==> src/rtl/spm_test_master_pkg.sv <==
// Shared widths and FSM encoding for the SPM write/read-back tester.
// Pure declarations: no logic, no latency, no flow control.
package spm_test_master_pkg;

  localparam int SPM_WORDS = 64;
  localparam int DATA_W    = 32;
  localparam int ADDR_W    = 8;
  localparam int BE_W      = 4;
  localparam int BYTE_W    = 8;
  localparam int IDX_W     = 6;
  localparam int CNT_W     = 7;

  typedef enum logic [1:0] {
    ST_IDLE  = 2'd0,
    ST_WRITE = 2'd1,
    ST_READ  = 2'd2,
    ST_DONE  = 2'd3
  } state_e;

endpackage

==> src/rtl/spm_pattern_gen.sv <==
// Seed XOR word index replicated into every byte lane; combinational, zero latency.
// No flow control: the output tracks seed_i/idx_i within the same cycle.
module spm_pattern_gen
  import spm_test_master_pkg::*;
(
  input  logic [DATA_W-1:0] seed_i,
  input  logic [IDX_W-1:0]  idx_i,
  output logic [DATA_W-1:0] data_o
);

  logic [BYTE_W-1:0] idx_byte;

  assign idx_byte = {{(BYTE_W - IDX_W){1'b0}}, idx_i};
  assign data_o   = seed_i ^ {4{idx_byte}};

endmodule

==> src/rtl/spm_test_master.sv <==
// Writes a seeded pattern to all SPM words, reads it back and counts mismatches.
// Run takes 129 cycles after start; start while busy is ignored, abort returns to IDLE.
module spm_test_master
  import spm_test_master_pkg::*;
#(
  parameter int WORDS = SPM_WORDS
) (
  input  logic              clk,
  input  logic              reset,
  input  logic              io_start,
  input  logic              io_abort,
  input  logic [DATA_W-1:0] io_seed,
  output logic [DATA_W-1:0] io_M_Data,
  output logic [ADDR_W-1:0] io_M_Addr,
  output logic [BE_W-1:0]   io_M_ByteEn,
  output logic              io_M_We,
  input  logic [DATA_W-1:0] io_S_Data,
  output logic              io_busy,
  output logic              io_done,
  output logic              io_pass,
  output logic [CNT_W-1:0]  io_errCount,
  output logic [ADDR_W-1:0] io_firstErrAddr
);

  state_e             state_q, state_d;
  logic [IDX_W-1:0]   idx_q, idx_d;
  logic [DATA_W-1:0]  seed_q, seed_d;
  logic [CNT_W-1:0]   err_q, err_d;
  logic [ADDR_W-1:0]  first_q, first_d;
  logic               pass_q, pass_d;

  logic [DATA_W-1:0]  pat;
  logic [ADDR_W-1:0]  word_addr;
  logic               last_word;
  logic               mismatch;

  spm_pattern_gen u_pattern_gen (
    .seed_i (seed_q),
    .idx_i  (idx_q),
    .data_o (pat)
  );

  assign word_addr = {idx_q, 2'b00};
  assign last_word = (idx_q == IDX_W'(WORDS - 1));
  assign mismatch  = (state_q == ST_READ) && (io_S_Data != pat);

  always_ff @(posedge clk or posedge reset) begin
    if (reset) begin
      state_q <= ST_IDLE;
    end else begin
      state_q <= state_d;
    end
  end

  always_comb begin
    state_d = state_q;
    case (state_q)
      ST_IDLE:  if (io_start) state_d = ST_WRITE;
      ST_WRITE: begin
        if (io_abort)       state_d = ST_IDLE;
        else if (last_word) state_d = ST_READ;
      end
      ST_READ: begin
        if (io_abort)       state_d = ST_IDLE;
        else if (last_word) state_d = ST_DONE;
      end
      ST_DONE:  state_d = ST_IDLE;
      default:  state_d = ST_IDLE;
    endcase
  end

  always_comb begin
    io_M_Data   = '0;
    io_M_Addr   = '0;
    io_M_ByteEn = '0;
    io_M_We     = 1'b0;
    io_busy     = 1'b0;
    io_done     = 1'b0;
    case (state_q)
      ST_WRITE: begin
        io_M_Data   = pat;
        io_M_Addr   = word_addr;
        io_M_ByteEn = '1;
        io_M_We     = 1'b1;
        io_busy     = 1'b1;
      end
      ST_READ: begin
        io_M_Addr = word_addr;
        io_busy   = 1'b1;
      end
      ST_DONE:  io_done = 1'b1;
      default: ;
    endcase
  end

  // Result registers hold across IDLE/DONE and are only cleared by an accepted start.
  always_comb begin
    idx_d   = idx_q;
    seed_d  = seed_q;
    err_d   = err_q;
    first_d = first_q;
    pass_d  = pass_q;
    case (state_q)
      ST_IDLE: begin
        if (io_start) begin
          seed_d  = io_seed;
          idx_d   = '0;
          err_d   = '0;
          first_d = '0;
          pass_d  = 1'b0;
        end
      end
      ST_WRITE: begin
        idx_d = io_abort ? '0 : idx_q + 1'b1;
      end
      ST_READ: begin
        idx_d = io_abort ? '0 : idx_q + 1'b1;
        if (mismatch) begin
          if (err_q != CNT_W'(WORDS)) err_d = err_q + 1'b1;
          if (err_q == '0)            first_d = word_addr;
        end
        if (last_word && !io_abort) pass_d = (err_q == '0) && !mismatch;
      end
      default: ;
    endcase
  end

  always_ff @(posedge clk or posedge reset) begin
    if (reset) begin
      idx_q   <= '0;
      seed_q  <= '0;
      err_q   <= '0;
      first_q <= '0;
      pass_q  <= 1'b0;
    end else begin
      idx_q   <= idx_d;
      seed_q  <= seed_d;
      err_q   <= err_d;
      first_q <= first_d;
      pass_q  <= pass_d;
    end
  end

  assign io_pass         = pass_q;
  assign io_errCount     = err_q;
  assign io_firstErrAddr = first_q;

endmodule

==> config.mk <==
export PLATFORM = sky130hd
export DESIGN_NAME = spm_test_master
export DESIGN_NICKNAME = d
export VERILOG_FILES = /design/src/rtl/spm_test_master_pkg.sv /design/src/rtl/spm_pattern_gen.sv /design/src/rtl/spm_test_master.sv
export SDC_FILE = /design/constraint.sdc
export NUM_CORES = 1
export LEC_CHECK = 0
export BUFFER_PORTS_ARGS = -buffer_cell sky130_fd_sc_hd__buf_2
export CORE_MARGIN = 4
export CORE_UTILIZATION = 43
export CTS_CLUSTER_DIAMETER = 150
export DETAILED_ROUTE_END_ITERATION = 7
export PLACE_DENSITY = 0.71
export SETUP_SLACK_MARGIN = 0.4
export SYNTH_ARGS = -nofsm -noshare
export SYNTH_HDL_FRONTEND = slang
export SYNTH_SLANG_ARGS = --single-unit
==> constraint.sdc <==
create_clock -name clk -period 4.4 [get_ports clk]
set_input_delay 0.44 -clock clk [delete_from_list [all_inputs] [get_ports clk]]
set_output_delay 0.44 -clock clk [all_outputs]
set_load 0.05 [all_outputs]
# Yosys cells after proc, flatten, opt, wreduce, memory -nomap -nowiden

Index checks and enable logic that the tools add are counted.
Widths: inputs -> output; s select.

Add/sub/neg operators: 2
$mul: 0
Divide/modulo/power cells: 0
$lt $le $gt $ge: 0
Equal/unequal tests: 13
Shift operators: 0
Mux-type cells: 26
Bitwise logic cells: 1
Reductions and logical operators: 16

Operators with widths:

| operator            | number |
|---|---|
| $mux 32             | 1 |
| $mux 8              | 4 |
| $ne 32x32->1        | 1 |
| $xor 32x30->32      | 1 |
| $mux 7              | 3 |
| $pmux 8 s2          | 1 |
| $pmux 7 s2          | 1 |
| $mux 6              | 2 |
| $pmux 6 s2          | 1 |
| $mux 2              | 5 |
| $pmux 2 s4          | 1 |
| $reduce_and 4->1    | 2 |
| $add 7x1->7 const B | 1 |
| $logic_not 7->1     | 1 |
| $ne 7x7->1 const B  | 1 |
| $add 6x1->6 const B | 1 |
| $eq 6x6->1 const B  | 1 |
| $ne 2x1->1 const B  | 3 |
| $ne 3x3->1 const B  | 2 |
| $reduce_and 3->1    | 2 |
| $mux 1              | 5 |
| $eq 2x2->1 const B  | 2 |
| $mux 4              | 1 |
| $ne 2x2->1 const B  | 2 |
| 8 further kinds     | 13 |

Register bits: 56
Bits in latches: 0
Memory bits (writable): 0
ROM bits: 0
Input port bits: 68
Output and inout port bits: 63
Logic and storage cells: 64
Memories: 0

# Longest topological paths before layout

Gate-level depths: netlist of the first run.

Depth in word-level cells: 7
Mapped depth: 8

# Hierarchy

A second synthesis of the first run with hierarchy kept.

Cell total of the unflattened synthesis: 318
Area, all modules: 3324.4 um2

By module, submodules not included:

| module          | times used | cells an instance | area an instance (um2) | sequential area each (um2) |
|---|---|---|---|---|
| spm_test_master | 1          | 286               | 3054.2                 | 1351.3 |
| spm_pattern_gen | 1          | 32                | 270.3                  | 0.0 |

# Worst setup path before layout of the first run

No wires, ideal clock.

Path type: register -> output
From: register state_q[0]
To: output port io_M_Addr[2]
Arrival time: 2055 ps
Data required time: 3960 ps
Path slack: 1905 ps
Cell stages (with the launch flop): 5
Buffers on the path: 0
Cell sequence: dfrtp_1 > inv_1 > ha_1 > clkinv_1 > nor2_1

Longest elaborated chain between the ends: 3

RTL lines:

| what                                     | RTL line              | RTL |
|---|---|---|
| from (decl)                              | spm_test_master.sv:25 | `state_e state_q, state_d;` |
| from (signal assigned)                   | spm_test_master.sv:51 | `state_q <= state_d;` |
| $eq 2x2->1 or $eq 2x1->1 (tied branches) | spm_test_master.sv:79 | `case (state_q)` |
| $reduce_or 2->1 (no source line) (*)     | --                    |  |
| $mux 8 (*)                               | spm_test_master.sv:79 |  |
| to (decl)                                | spm_test_master.sv:14 | `output logic [ADDR_W-1:0] io_M_Addr,` |

Mark *: on every way between the ends. The rest lies on a longest branch, timed or not.

# Worst setup path in the final report of the first run

From: register state_q[1]
To: output port io_M_Data[12]

Longest elaborated chain between the ends: 2

RTL lines:

| what       | RTL line              | RTL |
|---|---|---|
| $eq 2x1->1 | spm_test_master.sv:79 |  |
| $mux 32    | spm_test_master.sv:79 |  |
| to (decl)  | spm_test_master.sv:13 | `output logic [DATA_W-1:0] io_M_Data,` |

Every way passes these cells.

==> out/qor.txt, run 1 <==
Worst setup SP type = flip-flop
FF/Latch Area = 0.00135 mm²
fmax = 366 MHz
GRT Util Overall = 0.182
antenna violations before repair = 0
# H-tree levels = 2
antenna-violating nets left = 0
CP peak stage delay = 0.88 ns
CTS root buffer = clkbuf_8
Synth-to-Final Area Change = 19.9%
Synth Area in Adders = 0.0244
unrepaired setup endpoints after global routing = false
Mean Syn Cell Area = 10.2 µm²
Initial Util = 0.440
Yosys top cell by area = dfrtp_1
Die H = 99.4 µm
Slew Limit Fails = 0
# DRC = 0
fraction of registers with async set/reset = 1.00
clk sink count = 54
clk_lat worst skew = 0.31 ns
Psw = 1.63 mW
sw frac = 0.536
Pre-antenna DRT Iters = 4
Hold Buf Count CTS = 0
post-synth top area share = 0.376
Tightest Hold Check Type = in -> async
post-synthesis mux area share = 0.115
sequential fraction of the synthesis area = 0.376
Req. time, crit path = 3.96 ns
largest net degree at the start of global routing = 55
number of distinct library cells after synthesis = 60
dpl cell area = 0.00423 mm²
CP endpoint kind = output port
worst setup margin = 1.67 ns
CP max FO = 38
vias in the first global route = 3067
CORE AREA = 0.00818 mm²
via count = 2988
Place WS = 1.83 ns
Post-synth EDFFs = 0
vias per inst = 5.24
CP bufs+invs = 2
Worst-path clk slew = 0.09 ns
Synth area leaders = dfrtp_1 38%, mux2_2 10%, xor2_1 7.6%, and2_1 5.2%, xnor2_1 3.2%
global-route wire length before repair = 14600 µm
Synth Area in Compound Gates = 0.132
post-synthesis simple-gate area fraction = 0.163
Final period util = 0.620
skew final = 0.00771 ns
initial DRC count = 193
fillers = 781
outcome = finished clean
critical path type = reg -> out
#FFs+latches synth = 54
P per Cell Area = 704 mW/mm²
CTS Buffer Depth = 2
Peak supply drop = 0.000423 V
Hold Fails Final Rpt = 0
post-DP HPWL = 6910 µm
largest family of logic cells by synthesized area = simple AND/OR/NAND/NOR gates
Horiz. Die Dim = 99.4 µm
Multi-input gate area = 0.00203 mm²
Max-Cap Viols = 0
die area = 0.00989 mm²
GRT overflow = 0
YS warnings = 0
Gate power share = 0.624
setup TNS = 0 ns
Final Cell Area = 0.00431 mm²
IO Pins = 131
Final Net Count = 540
number of setup buffers added after CTS = 0
Post-Syn Area = 0.00359 mm²
Post-Synth XOR/XNOR Area = 0.125
Mapped Cells = 351
leakage = 2.09 nW
Port Buffers = 126
cts bufs inserted = 5
Top FF cell, synth = dfrtp_1
Final setup viols = 0
Post-Route WL = 8930 µm
routed wire length per instance = 15.7 µm
Final GP Congestion = 0.803
Worst-Margin Slew = 1.08 ns
CP delay by family, top = adder cells
arrival time at the worst endpoint = 2.29 ns
CP Cell Sequence = inv_1 -> ha_1 -> and2_1 -> buf_2
internal power = 1.41 mW
number of diodes = 0
Slew HR = 0.280
Worst path slowest cell = ha_1
fraction of layout cells with a size suffix above 1 = 0.413
Rows = 33
post-cts repair resize count = 0
CTS tree = built
clock group share of total power = 0.091
sequential share of power = 0.285
post-route minimum period = 2.73 ns
-- layout by cell type, fill, tap and decap left out, types with 5 or more instances in the layout --
cell type | netlist | final
nand2b_1 | 5 | 5
xnor2_1 | 13 | 13
ha_1 | 7 | 7
buf_2 | 1 | 126
clkbuf_8 | 1 | 5
nand3_1 | 8 | 8
inv_1 | 17 | 16
nor2_1 | 16 | 16
mux2_2 | 33 | 33
xor2_1 | 31 | 31
o21ai_0 | 8 | 8
a21oi_1 | 9 | 9
nor3_1 | 8 | 8
and2_1 | 30 | 30
dfrtp_1 | 54 | 54
o2bb2ai_1 | 10 | 10
nand2_1 | 9 | 9
and3_1 | 6 | 6
-- synth_stat cells (3+ instances only) --
| cell type | number |
|---|---|
| dfrtp_1 | 54 |
| mux2_2 | 33 |
| xor2_1 | 31 |
| and2_1 | 30 |
| inv_1 | 17 |
| nor2_1 | 16 |
| xnor2_1 | 13 |
| buf_4 | 10 |
| o2bb2ai_1 | 10 |
| a21oi_1 | 9 |
| nand2_1 | 9 |
| nand3_1 | 8 |
| nor3_1 | 8 |
| o21ai_0 | 8 |
| clkbuf_1 | 7 |
| ha_1 | 7 |
| and3_1 | 6 |
| nand2b_1 | 5 |
| mux2i_1 | 4 |
| o21ai_1 | 4 |
| a22o_1 | 3 |
| inv_2 | 3 |
| nand4_1 | 3 |
| nor2b_1 | 3 |
| nor4_1 | 3 |
| o221a_2 | 3 |
| xor2_2 | 3 |
-- worst reg2reg max path, delay by kind of cell, from the launching register on --
kind / cells / cell delay (ns)
fa+ha+maj: 1 / 0.35
simple gates: 2 / 0.71
flops: 1 / 0.42
buf+inv: 1 / 0.11
compound gates: 3 / 0.93
-- layer usage --
| layer | vias to the layer above | part of all wire | track usage |
|---|---|---|---|
| li1 | 1431 | - | - |
| met1 | 1423 | 0.41 | 0.227 |
| met2 | 124 | 0.51 | 0.317 |
| met3 | 10 | 0.071 | 0.0456 |
| met4 | 0 | 0.0095 | 0.0441 |
| met5 | - | 0 | 0 |
-- cell families (layout without fill, tap and decap cells) --
logic type	after synthesis	after routing
AO/OA/AOI/OAI	59	59
flip-flops	54	54
AND/OR/NAND/NOR	101	101
buffers and inverters	44	155
multiplexers	37	37
other	1	4
XOR/XNOR	48	48
adder cells (fa/ha/maj)	7	7
-- stage by stage --
stage / total power [mW] / instances / hold slack (ns) / utilization
floorplan: 2.42 / 354 / 0.500 / -
global placement: 2.75 / 563 / 0.475 / 0.517
detailed placement: 2.78 / 563 / 0.470 / 0.517
CTS: 3.06 / 570 / 0.341 / 0.527
global route: 3.23 / 570 / 0.341 / 0.527
finish: 3.04 / 570 / 0.306 / 0.527
-- cell type report --
cell class | instances | share of cell area
multi-input cells | 256 | 0.470
clock inverters | 2 | 0.00348
inverters | 21 | 0.0183
well taps | 105 | 0.0305
flip-flops and latches | 54 | 0.314
clock buffers | 5 | 0.0160
repair buffers | 127 | 0.148
-- power groups by stage --
stage	sequential [mW]	clock [mW]	combinational, mW
floorplan	0.808	0	1.62
global placement	0.862	0	1.89
detailed placement	0.875	0	1.91
CTS	0.865	0.282	1.92
global route	0.892	0.303	2.03
finish	0.866	0.276	1.89
-- final timing paths --
kind / startpoint / endpoint / slack, ns / cells after the start
min reg2reg: io_pass / io_pass / 0.49 / 2
min: reset / seed_q[24] / 0.31 / 3
max in group asynchronous: reset / seed_q[5] / 3.63 / 3
max reg2reg: state_q[1] / io_firstErrAddr[7] / 1.80 / 7
min in group clk: io_seed[7] / seed_q[7] / 0.35 / 2
max: state_q[1] / io_M_Data[12] / 1.67 / 4
-- registers in the layout, summed over array words and instances (netlist names) --
name / count
state_q: 2
io_pass: 1
idx_q: 6
io_errCount: 7
io_firstErrAddr: 6
seed_q: 32
Note: power is estimated with default switching activity, not from simulation.
==> run 2: changes to the inputs <==
Settings changed: ABC_AREA set to 1, PLACE_DENSITY 0.71 to 0.7.
Clock period 4.4 ns to 2.7 ns, I/O delays scaled along.
==> run 2 against run 1 <==
Compared with the run above:
- synthesized cell count rose by 71%
- power rose by 46%
- first-iteration DRC count fell by 29%
- wire length rose by 19%
- cell count rose by 45%
- synthesized area rose by 6.6%
- highest routed layer unchanged
==> out/qor.txt, run 2 <==
outcome = finished clean
# DRC = 0
P per Cell Area = 940 mW/mm²
Post-Route WL = 10600 µm
leakage = 2.87 nW
Req. time, crit path = 2.43 ns
most frequent cell after synthesis = nand2_1
Place WS = 0.568 ns
IO Pins = 131
Synth area leaders = dfrtp_1 35%, nand2_1 23%, inv_1 9.9%, nand3_1 6.4%, o21ai_0 4.7%
routed wire length per instance = 12.9 µm
Port Buffers = 126
Final period util = 0.779
unrepaired setup endpoints after global routing = false
Synth-to-Final Area Change = 23.3%
Tightest Hold Check Type = in -> async
Die H = 102 µm
worst setup margin = 0.598 ns
clk_lat worst skew = 0.31 ns
Horiz. Die Dim = 102 µm
most frequent cells in the layout = 230 x nand2_1, 126 x buf_2, 100 x inv_1
commonest non-fill, non-tap cell in the layout = nand2_1
number of distinct library cells after synthesis = 30
clk sink count = 54
die area = 0.0105 mm²
Rows = 34
# H-tree levels = 2
Post-Syn Area = 0.00383 mm²
fraction of layout cells with a size suffix above 1 = 0.256
GRT overflow = 0
Peak supply drop = 0.000512 V
critical path type = reg -> out
skew final = 0.0108 ns
fraction of registers with async set/reset = 1.00
Final setup viols = 0
Final Net Count = 792
Pre-antenna DRT Iters = 5
initial DRC count = 137
post-DP HPWL = 8160 µm
vias in the first global route = 3688
post-route minimum period = 2.10 ns
Largest Register = seed_q
max reg flops = 32
fillers = 907
Slew Limit Fails = 0
Hold Fails Final Rpt = 0
post-synth top area share = 0.353
fmax = 476 MHz
CP endpoint kind = output port
largest net degree at the start of global routing = 59
CP max FO = 25
Synth top cells by count = 230 x nand2_1, 101 x inv_1, 54 x dfrtp_1
final instance count without filler cells = 826
antenna violations before repair = 0
global-route wire length before repair = 17200 µm
Top FF cell, synth = dfrtp_1
Worst-Margin Slew = 0.698 ns
GRT Util Overall = 0.205
number of instances in the placed design = 818
Post-synth EDFFs = 0
via count = 3980
CTS Buffer Depth = 2
arrival time at the worst endpoint = 1.83 ns
number of diodes = 0
antenna-violating nets left = 0
Hold WS = 0.0486 ns
Yosys top cell by area = dfrtp_1
Hold Buf Count CTS = 0
CTS tree = built
Max-Cap Viols = 0
number of setup buffers added after CTS = 0
Worst-path clk slew = 0.11 ns
Mapped Cells = 601
Initial Util = 0.441
cts bufs inserted = 5
setup TNS = 0 ns
Final Power = 4.44 mW
Final GP Congestion = 0.940
YS warnings = 0
Slew HR = 0.534
CTS root buffer = clkbuf_8
#FFs+latches synth = 54
vias per inst = 4.82
Mean Syn Cell Area = 6.37 µm²
sequential fraction of the synthesis area = 0.353
CORE AREA = 0.00868 mm²
Worst setup SP type = flip-flop
run 2: through the flow:
step                utilization  cell area, µm²
floorplan                     -            3970
global placement          0.530            4600
detailed placement        0.530            4600
CTS                       0.543            4710
global route              0.544            4720
finish                    0.544            4720
run 2: worst paths after layout:
kind                                         start  cells past startpoint                 end  slack (ns)
worst min register to register  io_firstErrAddr[7]                      2  io_firstErrAddr[7]        0.48
worst min-delay path                         reset                      2           seed_q[7]        0.05
worst max register to register          state_q[0]                      9  io_firstErrAddr[4]        0.63
max in group asynchronous                    reset                      3  io_firstErrAddr[3]        1.96
min in group clk                        io_seed[4]                      3           seed_q[4]        0.15
worst max-delay path                    state_q[1]                      5       io_M_Data[10]        0.60
run 2: cell families after synthesis:
| logic type | synth area share |
|---|---|
| AND/OR/NAND/NOR | 0.364 |
| buffers and inverters | 0.154 |
| AO/OA/AOI/OAI | 0.0787 |
| flip-flops | 0.353 |
| XOR/XNOR | 0.0265 |
| adder cells (fa/ha/maj) | 0.0229 |
| other | 0.000979 |
run 2: power breakdown:
group          leakage (nW)  internal [mW]  switching (mW)  total, mW
Clock                0.0514          0.278           0.287      0.565
Sequential            0.698           1.04           0.210       1.25
Combinational          2.12          0.699            1.93       2.63
run 2: area by class of cell:
class                   count  area (µm²)  area share
well taps                 108         135      0.0286
flip-flops and latches     54        1350       0.286
clock buffers               6        72.6      0.0154
inverters                 109         424      0.0898
repair buffers            131         668       0.141
clock inverters             2        37.5     0.00795
multi-input cells         416        2030       0.431
run 2: timing repair:
action                     4_1_cts  5_1_grt
pin swaps                        0        0
setup endpoints to repair       24       15
gates resized for setup          1        2
cloned                           0        0
run 2: metal layers:
metal | vias to the layer above | global-route usage | part of all wire
met3 | 12 | 0.0328 | 0.057
li1 | 2041 | - | -
met2 | 114 | 0.339 | 0.48
met5 | - | 0 | 0
met1 | 1813 | 0.284 | 0.45
met4 | 0 | 0.0464 | 0.013
run 2: worst max-delay path: stages, from the launching register on:
cell and delay, ns:
dfrtp_1 0.42, inv_1 0.13, ha_4 0.25, inv_4 0.22
a21oi_1 0.19, buf_2 0.29
==> run 3: changes to the inputs <==
Settings changed: PLACE_DENSITY 0.7 to 0.73.
Clock period 2.7 ns to 1.9 ns, I/O delays scaled along.
==> run 3 against run 2 <==
Compared with the run above:
- the run now ends with setup timing left
- sequential power increased by 49%
- register-to-register slack got worse by 0.82 ns
- clock power increased by 21%
- die area unchanged
- clock-buffer cell count increased by 1
- wire length increased by 68%
- non-clock buffer count increased by 69
- setup slack got worse by 0.79 ns
- cell area increased by 45%
==> out/qor.txt, run 3 (synthesized netlist as in run 2, its figures left out) <==
CP endpoint kind = flip-flop
Final Util = 0.790
met3 wire len = 1660 µm
GRT overflow = 0
global-route wire length before repair = 20300 µm
skew final = 0.0109 ns
GRT Util Overall = 0.244
Worst setup SP type = flip-flop
post-route minimum period = 2.09 ns
number of diodes = 0
Worst-path clk slew = 0.10 ns
fraction of layout cells with a size suffix above 1 = 0.510
Rows = 34
Pre-antenna DRT Iters = 5
routed wire length per instance = 20.0 µm
Post-Route WL = 17900 µm
Slew HR = 0.471
arrival time at the worst endpoint = 2.35 ns
Final Net Count = 863
Die H = 102 µm
Tightest Hold Check Type = in -> async
Initial Util = 0.441
max reg flops = 32
via count = 5033
Final GP Congestion = 0.897
Place WS = -0.0427 ns
most frequent cells in the layout = 154 x nand2_1, 81 x buf_2, 78 x inv_1
Met2 Wirelength = 9030 µm
P per Cell Area = 1430 mW/mm²
WL met1 = 6140 µm
worst setup margin = -0.191 ns
antenna-violating nets left = 0
Synth-to-Final Area Change = 79.0%
CTS root buffer = clkbuf_8
Hold Buf Count CTS = 0
fmax = 478 MHz
cts bufs inserted = 5
Worst-Margin Slew = 0.792 ns
CTS Buffer Depth = 2
antenna violations before repair = 0
Final setup viols = 15
unrepaired setup endpoints after global routing = true
critical path type = reg -> reg
initial DRC count = 394
failing checks = setup timing
leakage = 3.67 nW
die area = 0.0105 mm²
post-DP HPWL = 8910 µm
outcome = finished with violations
Port Buffers = 126
Horiz. Die Dim = 102 µm
Final period util = 1.10
CP max FO = 8
# H-tree levels = 2
Req. time, crit path = 2.16 ns
vias per inst = 5.62
Register-to-Register Path Depth = 12
Max-Cap Viols = 0
# DRC = 0
CTS tree = built
fillers = 517
commonest non-fill, non-tap cell in the layout = nand2_1
max layer used = met4
clk sink count = 54
IO Pins = 131
Slew Limit Fails = 0
CORE AREA = 0.00868 mm²
clk_lat worst skew = 0.32 ns
Peak supply drop = 0.00137 V
vias in the first global route = 4445
Hold Fails Final Rpt = 0
Final Power = 9.83 mW
Largest Register = seed_q
largest net degree at the start of global routing = 34
-- run 3: cell count changes in the layout (fill, tap and decap cells not counted), sizes merged --
cell and change:
bufinv -1, clkbuf +6, nand2 +1, inv -9
buf +64, clkinvlp +9
-- run 3: layout make-up --
type | count | area, µm² | share of cell area
timing repair inverter | 1 | 11.3 | 0.00164
sequential | 54 | 1360 | 0.199
timing repair buffer | 200 | 1980 | 0.289
clock buffer | 7 | 86.3 | 0.0126
inverter | 109 | 479 | 0.0699
multi-input combinational | 417 | 2800 | 0.409
tap | 108 | 135 | 0.0197
-- run 3: worst max-delay path, cell delays in order, from the launching register on --
cell     delay, ns
dfrtp_2       0.49
buf_4         0.18
nand2_1       0.06
nand3_1       0.20
nand2_1       0.17
nand2_1       0.07
nor2_1        0.11
nand3_1       0.13
nor2_4        0.24
nand2_8       0.14
nand2_8       0.12
nand2_2       0.05
nand2_1       0.08
-- run 3: layer usage --
layer,vias to the layer above,global-route usage
met5,-,0
met4,0,0.0868
met3,104,0.0430
met2,383,0.428
met1,2359,0.300
li1,2187,-
-- run 3: per-stage QoR --
step	TNS [ns]	hold slack [ns]	cells	area [µm²]
detailed placement	-0.282	0.362	838	4960
global route	-3.20	0.0420	896	6860
finish	-2.29	0.00303	896	6860
CTS	0	0.0243	864	5700
global placement	-0.0397	0.364	838	4960
floorplan	0	0.258	604	4180
-- run 3: worst paths after layout --
check                                        start            endpoint  slack, ns
worst max register to register            idx_q[1]      io_errCount[6]      -0.19
worst max-delay path                      idx_q[1]      io_errCount[6]      -0.19
worst min-delay path                         reset      io_errCount[6]      0.003
max in group asynchronous                    reset            idx_q[5]       1.31
min in group clk                        io_seed[6]           seed_q[6]       0.08
worst min register to register  io_firstErrAddr[3]  io_firstErrAddr[3]       0.49
-- run 3: repair_timing --
| item | 4_1_cts | 5_1_grt |
|---|---|---|
| setup endpoints to repair | 96 | 97 |
| setup buffers | 18 | 23 |
| pin swaps | 14 | 36 |
| cloned | 1 | 9 |
| resized for setup | 137 | 244 |
-- run 3: report_power, final --
group / switching, mW / internal, mW
logic: 4.24 / 3.05
clock network: 0.392 / 0.291
registers: 0.381 / 1.48
